`src/rtl/dmem_arbiter.sv`:
```
// dmem_arbiter: shares the 256x8 data memory between the stage-4 pipeline port and a host/loader port.
// Define DMEM_ARB_STATS_EN to add the stall / host-grant statistics counters.
module dmem_arbiter #(
    parameter int RD_LAT    = 1,
    parameter int MAX_WAIT  = 4,
    parameter int BURST_MAX = 8
) (
    input  logic        clk,
    input  logic        rst,
    input  logic        pipe_rd,
    input  logic        pipe_wr,
    input  logic [7:0]  pipe_addr,
    input  logic [7:0]  pipe_wdata,
    output logic [7:0]  pipe_rdata,
    output logic        pipe_stall,
    input  logic        host_req,
    input  logic        host_we,
    input  logic [7:0]  host_addr,
    input  logic [7:0]  host_wdata,
    output logic        host_gnt,
    output logic        host_rvalid,
    output logic [7:0]  host_rdata,
    output logic        mem_read,
    output logic        mem_write,
    output logic [7:0]  mem_addr,
    output logic [7:0]  mem_wdata,
`ifdef DMEM_ARB_STATS_EN
    input  logic        stat_clr,
    output logic [15:0] stat_stall_cnt,
    output logic [15:0] stat_host_cnt,
`endif
    input  logic [7:0]  mem_rdata
);

    typedef enum logic {S_PIPE, S_HOST} state_t;

    localparam logic [3:0] MAX_WAIT_C  = 4'(MAX_WAIT);
    localparam logic [3:0] BURST_MAX_C = 4'(BURST_MAX);

    state_t      state_q, state_d;
    logic [3:0]  wait_cnt_q, wait_cnt_d;
    logic [3:0]  run_cnt_q, run_cnt_d;
    logic [RD_LAT-1:0] tag_vld_q, tag_host_q;
    logic [7:0]  pipe_rdata_q;

    logic pipe_req, host_win, host_go, pipe_go;
    logic tail_vld, tail_host, pipe_ret;

    // NOTE: every signal gets a default at the top of always_comb so no path can infer a latch.
    always_comb begin
        pipe_req = pipe_rd | pipe_wr;
        host_win = host_req;
        if (host_req && pipe_req) begin
            if (state_q == S_PIPE) host_win = (wait_cnt_q >= MAX_WAIT_C);
            else                   host_win = (run_cnt_q < BURST_MAX_C);
        end
        // Combinational grants are forced off while reset is asserted.
        host_go = host_win & rst;
        pipe_go = pipe_req & ~host_win & rst;

        mem_read  = 1'b0;
        mem_write = 1'b0;
        mem_addr  = 8'h00;
        mem_wdata = 8'h00;
        if (host_go) begin
            mem_read  = ~host_we;
            mem_write = host_we;
            mem_addr  = host_addr;
            mem_wdata = host_wdata;
        end else if (pipe_go) begin
            mem_read  = pipe_rd & ~pipe_wr;
            mem_write = pipe_wr;
            mem_addr  = pipe_addr;
            mem_wdata = pipe_wdata;
        end
        host_gnt   = host_go;
        pipe_stall = pipe_req & rst & ~pipe_go;

        state_d = host_go ? S_HOST : S_PIPE;

        wait_cnt_d = wait_cnt_q;
        if (host_go)                            wait_cnt_d = 4'd0;
        else if (host_req && wait_cnt_q != 4'hF) wait_cnt_d = wait_cnt_q + 4'd1;

        run_cnt_d = 4'd0;
        if (host_go) run_cnt_d = (run_cnt_q == 4'hF) ? run_cnt_q : run_cnt_q + 4'd1;
    end

    // NOTE: sequential state uses non-blocking assignments so all registers update from pre-edge values.
    always_ff @(posedge clk or negedge rst) begin
        if (!rst) begin
            state_q    <= S_PIPE;
            wait_cnt_q <= 4'd0;
            run_cnt_q  <= 4'd0;
        end else begin
            state_q    <= state_d;
            wait_cnt_q <= wait_cnt_d;
            run_cnt_q  <= run_cnt_d;
        end
    end

    // Tag pipeline: {valid, owner} for each granted read, matched to the memory read latency.
    always_ff @(posedge clk or negedge rst) begin
        if (!rst) begin
            tag_vld_q  <= '0;
            tag_host_q <= '0;
        end else begin
            tag_vld_q[0]  <= mem_read;
            tag_host_q[0] <= host_go;
            for (int i = 1; i < RD_LAT; i++) begin
                tag_vld_q[i]  <= tag_vld_q[i-1];
                tag_host_q[i] <= tag_host_q[i-1];
            end
        end
    end

    assign tail_vld  = tag_vld_q[RD_LAT-1];
    assign tail_host = tag_host_q[RD_LAT-1];
    assign pipe_ret  = tail_vld & ~tail_host;

    assign host_rvalid = tail_vld & tail_host;
    assign host_rdata  = host_rvalid ? mem_rdata : 8'h00;
    assign pipe_rdata  = pipe_ret ? mem_rdata : pipe_rdata_q;

    always_ff @(posedge clk or negedge rst) begin
        if (!rst)          pipe_rdata_q <= 8'h00;
        else if (pipe_ret) pipe_rdata_q <= mem_rdata;
    end

`ifdef DMEM_ARB_STATS_EN
    logic [15:0] stall_cnt_q, host_cnt_q;

    always_ff @(posedge clk or negedge rst) begin
        if (!rst) begin
            stall_cnt_q <= 16'h0000;
            host_cnt_q  <= 16'h0000;
        end else if (stat_clr) begin
            stall_cnt_q <= 16'h0000;
            host_cnt_q  <= 16'h0000;
        end else begin
            if (pipe_stall && stall_cnt_q != 16'hFFFF) stall_cnt_q <= stall_cnt_q + 16'd1;
            if (host_go && host_cnt_q != 16'hFFFF)     host_cnt_q  <= host_cnt_q + 16'd1;
        end
    end

    assign stat_stall_cnt = stall_cnt_q;
    assign stat_host_cnt  = host_cnt_q;
`endif

endmodule

```
`config.mk`:
```
export PLATFORM = sky130hd
export DESIGN_NAME = dmem_arbiter
export DESIGN_NICKNAME = d
export VERILOG_FILES = /design/src/rtl/dmem_arbiter.sv
export SDC_FILE = /design/constraint.sdc
export NUM_CORES = 1
export LEC_CHECK = 0
export CAP_MARGIN = 20
export CORE_UTILIZATION = 35
export DETAILED_ROUTE_END_ITERATION = 16
export PLACE_DENSITY = 0.8
export SETUP_SLACK_MARGIN = 0.1
export SLEW_MARGIN = 20
export SYNTH_ARGS = -nofsm -noshare
export SYNTH_HDL_FRONTEND = slang
export SYNTH_SLANG_ARGS = --single-unit
```
`constraint.sdc`:
```
create_clock -name clk -period 1.8 [get_ports clk]
set_input_delay 0.36 -clock clk [delete_from_list [all_inputs] [get_ports clk]]
set_output_delay 0.36 -clock clk [all_outputs]
set_load 0.01 [all_outputs]
```
; ---- Yosys cells after proc, flatten, opt, wreduce, memory -nomap -nowiden
; Index checks and enable logic that the tools add are counted.
[totals]
reg_bits = 19
latchBits = 0
ram_bits = 0
rom_bits = 0
out_inout_bits = 37
elab_cells = 47
n_memories = 0
[op_classes]
addsub = 2
mul = 0
div_mod_pow = 0
n_lt_le_gt_ge = 2
n_eq_ne = 3
shifts = 0
mux = 17
bitwise = 14
reduce_logical = 3
[ops]
columns = operator, n
row1 = 8-bit 2-to-1 mux, 6
row2 = 4-bit 2-to-1 mux, 4
row3 = "4-bit by 1-bit adder with 4-bit output, second input constant", 2
row4 = 1-bit bitwise AND, 8
row5 = 1-bit 2-to-1 mux, 7
row6 = 1-bit NOT, 5
row7 = "4-bit == test, second input constant", 1
row8 = "4-bit by 3-bit greater-or-equal comparator with 1-bit output, second input constant", 1
row9 = "4-bit < comparator, second input constant", 1
row10 = "4-bit inequality test, second input constant", 1
row11 = 1-bit logical AND, 2
row12 = "2-bit inequality test, second input constant", 1
row13 = 2-bit nonzero test, 1
row14 = 1-bit OR, 1

; ---- Logic depth before layout (Yosys ltp)
; Gate-level depths: netlist of the first run.
[logic_depth]
depth_word = 8
ltp_mapped = 5
mapped_depth_nobuf = 4

; ---- Least setup slack after synthesis of the first run
; No wires, ideal clock.
[synth_timing]
path_type = register -> output
from = reg wait_cnt_q[2]
to = out mem_read
arrival_time_ns = 1.442
t_required_ns = 1.440
path_slack_ns = -0.002
path_stages_with_launch = 4
n_path_buf = 0
cell_sequence = dfrtp_1 -> or3_4 -> and3_2 -> o31ai_1
[synth_via]
elab_chain_cells = 8
[synth_lines]
columns = item, line
row1 = from (decl), 41  ; logic [3:0] wait_cnt_q, wait_cnt_d;
row2 = from (signal assigned), 97  ; wait_cnt_q <= wait_cnt_d;
row3 = 4-bit by 3-bit greater-or-equal comparator with 1-bit output *, 54  ; if (state_q == S_PIPE) host_win = (wait_cnt_q >= MAX_WAIT_C);
row4 = 1-bit 2-to-1 mux *, 54
row5 = 1-bit 2-to-1 mux *, 53  ; if (host_req && pipe_req) begin
row6 = 1-bit NOT, 59  ; pipe_go = pipe_req & ~host_win & rst;
row7 = 1-bit bitwise AND (2 in series), 59
row8 = 1-bit 2-to-1 mux, 70  ; end else if (pipe_go) begin
row9 = 1-bit 2-to-1 mux *, 65  ; if (host_go) begin
row10 = to (decl), 23  ; output logic mem_read,
; Mark *: on every way between the ends. The rest lies on a longest branch, timed or not.

; ---- Worst setup path after layout of the first run
[layout_timing]
from = reg state_q
to = out mem_addr[1]
[layout_via]
elab_chain_cells = 7
[layout_lines]
columns = item, line
row1 = from (decl), 40  ; state_t state_q, state_d;
row2 = from (signal assigned), 96  ; state_q <= state_d;
row3 = 1-bit 2-to-1 mux *, 54
row4 = 1-bit 2-to-1 mux *, 53
row5 = 1-bit NOT, 59
row6 = 1-bit bitwise AND (2 in series), 59
row7 = 8-bit 2-to-1 mux, 70
row8 = 8-bit 2-to-1 mux *, 65
row9 = to (decl), 25  ; output logic [7:0] mem_addr,
; Marked as above.

==> results.toml, run 1 <==
[sta]
clock_skew_ns = 0.00918
layout_min_cycle_time_ns = 2.17
setup_viol = 28
max_slew.worst_pin.slew_ns = 0.413
setup_tns_ns = -8.49
slew_headroom_pct = 72.1
finalCritPeriodShare_pct = 121
fmax_mhz = 461
setup_slack_ns = -0.371
grt_setup_unrepaired = "true"
slew_violations = 0
hold_viol = 0

[clock_network]
cts_root_buf = "clkbuf_4"
cts_made_buffers = 3
cts_tree = "built"
htreeDepth = 1
clock_latency_ns = 0.30
cts.path.max_buffers = 2
cts_num_sinks = 18
path_clk_slew_ns = 0.11

[global_route]
grt_usage_pct = 26.2
grt_max_degree = 21
grt_pass1_wl_mm = 7.00
grt_pass1_vias = 1484
antenna_found_initial = 0
grt-ovfl-total = 0

[worst_setup_path]
cp.required_ns = 1.44
path_cells = "buf_6 > o21bai_4 > a31oi_4 > buf_12 > buf_4 > a22o_1 > buf_2"
slowest_delay_ns = 0.41
crit_arrival_ns = 1.81
slowest_stage = "dfrtp_1"
crit_fanout = 7
cp_num_buf_inv = 4
end_kind = "output pin"
path_delay_family = "compound AO/OA/AOI/OAI gates"
crit_type = "flop to output pin"
start_kind = "flop"

[placed_design]
gp_congestion = 0.807
dp_slack_ns = -0.732
port_buffers = 82
dp_hpwl_mm = 3.08
post_dp_cell_area_um2 = 2200

[yosys]
avgSynthCellArea_um2 = 10.7
synthCells = 111
ys_ff_latch = 18
synthesis.nets = 159
yosysUniqueCellTypes = 40
synth.yosys.warnings = 0
netlist_area_um2 = 1180
seq_area_frac_synth_pct = 38.1

[outcome]
violations = "setup timing"
outcome = "complete, but fails checks"

[layout]
num_antenna_cells = 0
drive_gt1_share_pct = 49.6
final_cell_mix = "clkdlybuf4s50_1, buf_6, buf_4"
multiInputGateArea_um2 = 769
num-fill-cells = 189
postLayoutCoreUtil_pct = 78.6
finalNetCount = 279
final_common_cell = "clkdlybuf4s50_1"
regArea_um2 = 450
fin_area_um2 = 2460
area_growth_pct = 108

[floorplan]
die_area_um2 = 3610
dieHeight_um = 60.1
die_x_um = 60.1
core-area_um2 = 3130
ios = 83
start_util_pct = 37.8
rows = 20

[power_and_ir_drop]
switchingPower_mw = 0.835
pwr_density_cell_nw_per_um2 = 1000
p_clk_share_pct = 10.2
p_int_mw = 1.63
p_leak_nw = 1.19
p_sw_share_pct = 33.9
power_frac_comb_pct = 64.6
vdd_ir_drop_max_v = 0.000811
pwr-share-seq_pct = 25.1

[routing]
wl_per_cell_um = 17.3
firstDrtPassIters = 4
wl_mm = 4.75
ant_nets = 0
drt_iter0_drc = 63
wl_met3_um = 94
drt-met1-wl_mm = 1.94
top_layer = "met4"
drc_errors = 0
via_count = 1438
dr_wl_met2_mm = 2.61
routed_via_density = 5.25

[flow_run]
drv_cap = 0

[min_path]
min_path_type = "input port to async pin"
worst register-to-register path: cells and delay by family (launching register included):
| kind | cells | cell delay, ns |
|---|---|---|
| DFF | 1 | 0.41 |
| and+or+nand+nor | 1 | 0.12 |
| buffers and inverters | 5 | 0.66 |
| muxes | 1 | 0.31 |
cell usage after synthesis (all sizes together):
cell    instances  area, um^2
dfrtp          18         450
a22o           16         153
and3            9        57.6
mux2            8        90.1
nand3           6        30.0
nand2           5        18.8
a31oi           4        55.1
buf             4        28.8
nor3            4        20.0
clkbuf          3        11.3
nand2b          3        18.8
a21bo           2        20.0
a32oi           2        17.5
and2            2        12.5
ha              2        25.0
nand3b          2        15.0
nor2b           2        12.5
nor3b           2        15.0
a211oi          1        7.51
a21boi          1        7.51
a21oi           1        5.00
and3b           1        8.76
and4            1        10.0
inv             1        3.75
mux2i           1        10.0
nand4           1        6.26
nor4bb          1        10.0
o211a           1        10.0
o21ai           1        5.00
o21bai          1        7.51
o22ai           1        6.26
o31ai           1        7.51
or2             1        6.26
or3             1        11.3
xor2            1        8.76
power groups by stage:
stage | Combinational, mW | Sequential, mW | Clock (mW)
6_report | 1.59 | 0.619 | 0.252
5_1_grt | 1.67 | 0.629 | 0.276
4_1_cts | 1.46 | 0.608 | 0.259
3_5_place_dp | 1.23 | 0.610 | 0
3_3_place_gp | 1.20 | 0.600 | 0
2_1_floorplan | 0.568 | 0.610 | 0
area by class of cell:
| type | count | area share [%] |
|---|---|---|
| clock buffers | 4 | 1.48 |
| flip-flops and latches | 18 | 18.3 |
| well taps | 44 | 2.24 |
| repair buffers | 122 | 46.5 |
| inverters | 1 | 0.153 |
| multi-input cells | 85 | 31.3 |
layer usage:
layer | global-route usage, % | vias to the layer above
li1 | - | 669
met1 | 31.2 | 725
met2 | 46.5 | 30
met3 | 6.06 | 14
met4 | 6.98 | 0
met5 | 0 | -
metrics by stage:
step	power, mW	std cells	hold WS (ns)
floorplan	1.18	111	0.0644
global placement	1.80	250	0.479
detailed placement	1.84	250	0.487
CTS	2.33	270	0.250
global route	2.58	274	0.259
finish	2.46	274	0.240
repair_timing:
action / in CTS / in global routing
buffers inserted: 15 / 4
gates resized for setup: 188 / 15
endpoints found under the setup margin: 37 / 32
cloned: 1 / 0
pin swaps: 7 / 2
hold buffers: 0 / 0
registers in the layout (all words and copies together), names as in the netlist:
name / count
pipe_rdata_q: 8
run_cnt_q: 4
wait_cnt_q: 4
state_q: 1
tag_vld_q: 1
kinds of logic after synthesis:
family	count (synthesis)	synth area share (%)
fa+ha+maj	2	2.12
compound gates	32	25.5
flops	18	38.1
buf+inv	8	3.70
simple gates	41	21.4
mux	9	8.47
xor+xnor	1	0.741
worst paths after layout:
path,slack [ns],endpoint,cells after the start,start
setup / recovery,-0.37,mem_addr[1],7,state_q$_DFF_PN0_
hold / removal,0.24,pipe_rdata_q[3]$_DFF_PN0_,2,rst
setup reg to reg,0.22,pipe_rdata_q[4]$_DFF_PN0_,7,state_q$_DFF_PN0_
hold reg to reg,0.51,pipe_rdata_q[2]$_DFF_PN0_,1,pipe_rdata_q[2]$_DFF_PN0_
max in group asynchronous,1.35,run_cnt_q[0]$_DFFE_PN0P_,2,rst
min in group clk,0.51,pipe_rdata_q[2]$_DFF_PN0_,1,pipe_rdata_q[2]$_DFF_PN0_
Note: power is estimated with default switching activity, not from simulation.
==> run 2: changes to the inputs <==
- SETUP_SLACK_MARGIN: 0.1 -> not set
==> results.toml, run 2 (synthesized netlist as in run 1, its figures left out) <==
[sta]
setup_slack_ns = -0.429
max_slew.worst_pin.slew_ns = 0.495
grt_setup_unrepaired = "true"
holdWs_ns = 0.289
fmax_mhz = 449
setup_viol = 29
slew_headroom_pct = 66.5
slew_violations = 0
setup_tns_ns = -8.89
finalCritPeriodShare_pct = 124
clock_skew_ns = 0.00860
hold_viol = 0
layout_min_cycle_time_ns = 2.23

[routing]
drc_errors = 0
ant_nets = 0
routed_via_density = 5.34
wl_per_cell_um = 19.6
wl_mm = 5.40
drt_iter0_drc = 102
firstDrtPassIters = 4
via_count = 1473

[layout]
fin_area_um2 = 2590
final_cell_mix = "clkdlybuf4s50_1, buf_4, buf_6"
area_growth_pct = 119
num_antenna_cells = 0
instances_no_fill = 276
reg_top3 = "pipe_rdata_q x8, run_cnt_q x4, wait_cnt_q x4"
final_common_cell = "clkdlybuf4s50_1"
top_register = "pipe_rdata_q"
largest_reg_flops = 8
num-fill-cells = 174
drive_gt1_share_pct = 51.7
finalNetCount = 281

[worst_setup_path]
crit_type = "flop to output pin"
slowest_delay_ns = 0.42
cp.required_ns = 1.44
path_cells = "or3_4 > a31oi_4 > buf_12 > buf_16 > a22o_1 > buf_6"
start_kind = "flop"
cp_num_buf_inv = 3
crit_fanout = 6
crit_cells = 6
r2r-start = "wait_cnt_q[2]$_DFFE_PN0P_"
r2r_end = "tag_vld_q$_DFF_PN0_"
rr_worst_depth = 7
crit_arrival_ns = 1.87
end_kind = "output pin"
path_delay_family = "simple AND/OR/NAND/NOR gates"
cp-startpoint = "wait_cnt_q[2]$_DFFE_PN0P_"
crit_path_end = "mem_addr[7]"
reg2reg_slack_ns = 0.09
slowest_stage = "or3_4"

[min_path]
min_path_type = "input port to async pin"

[power_and_ir_drop]
p_leak_nw = 1.26
pwr_density_cell_nw_per_um2 = 1030
vdd_ir_drop_max_v = 0.000894
power_mw = 2.66

[outcome]
violations = "setup timing"
outcome = "complete, but fails checks"

[global_route]
grt_usage_pct = 27.0
grt_pass1_wl_mm = 7.17
grt_max_degree = 21
grt_pass1_vias = 1446
antenna_found_initial = 0
grt-ovfl-total = 0

[floorplan]
core-area_um2 = 3130
start_util_pct = 37.8
die_area_um2 = 3610
ios = 83
die_x_um = 60.1
dieHeight_um = 60.1
rows = 20

[placed_design]
dp_hpwl_mm = 3.00
post_dp_cell_area_um2 = 2210
port_buffers = 82
dp_cells = 252
gp_congestion = 0.775

[flow_run]
drv_cap = 0

[clock_network]
cts_root_buf = "clkbuf_4"
clock_latency_ns = 0.31
cts_tree = "built"
cts_num_sinks = 18
ctsHoldBuffers = 0
htreeDepth = 1
path_clk_slew_ns = 0.11
cts.path.max_buffers = 2
cts_made_buffers = 3
## run 2: area by class of cell
class | instances | area [um^2] | share of cell area, %
Tap cell | 44 | 55.1 | 2.13
Inverter | 1 | 3.75 | 0.145
Sequential cell | 18 | 450 | 17.4
Clock buffer | 4 | 36.3 | 1.40
Multi-Input combinational cell | 85 | 881 | 34.0
Timing Repair Buffer | 124 | 1160 | 44.9
## run 2: worst min-delay path by stage
stage / endpoint / slack, ns
2_1_floorplan: pipe_rdata_q[0]$_DFF_PN0_ / 0.06
3_3_place_gp: pipe_rdata_q[0]$_DFF_PN0_ / 0.48
3_5_place_dp: pipe_rdata_q[5]$_DFF_PN0_ / 0.49
4_1_cts: pipe_rdata_q[3]$_DFF_PN0_ / 0.26
5_1_grt: pipe_rdata_q[7]$_DFF_PN0_ / 0.32
6_report: pipe_rdata_q[7]$_DFF_PN0_ / 0.29
## run 2: where the power goes
part	switching [mW]	total [mW]	internal, mW
Clock	0.139	0.263	0.124
Sequential	0.0823	0.624	0.542
Combinational	0.723	1.78	1.05
Total	0.944	2.66	1.72
## run 2: per-stage QoR
stage / setup slack [ns] / utilization (%)
after floorplan: 0.0682 / -
after global placement: -0.687 / 70.8
after detailed placement: -0.741 / 70.8
after CTS: -0.376 / 80.3
after global routing: -0.462 / 82.7
final: -0.429 / 82.7
## run 2: what timing repair did
item,CTS,global route
endpoints found under the setup margin,37,33
buffers inserted,13,6
gates resized for setup,182,31
pin swaps,10,7
cloned,2,0
## run 2: routing by layer
metal  vias up  GRT usage [%]  share of wire, %
met4         0           6.31               3.0
met2        52           49.8                55
met5         -              0                 0
met3        16           3.46               3.0
li1        678              -                 -
met1       727           32.8                39
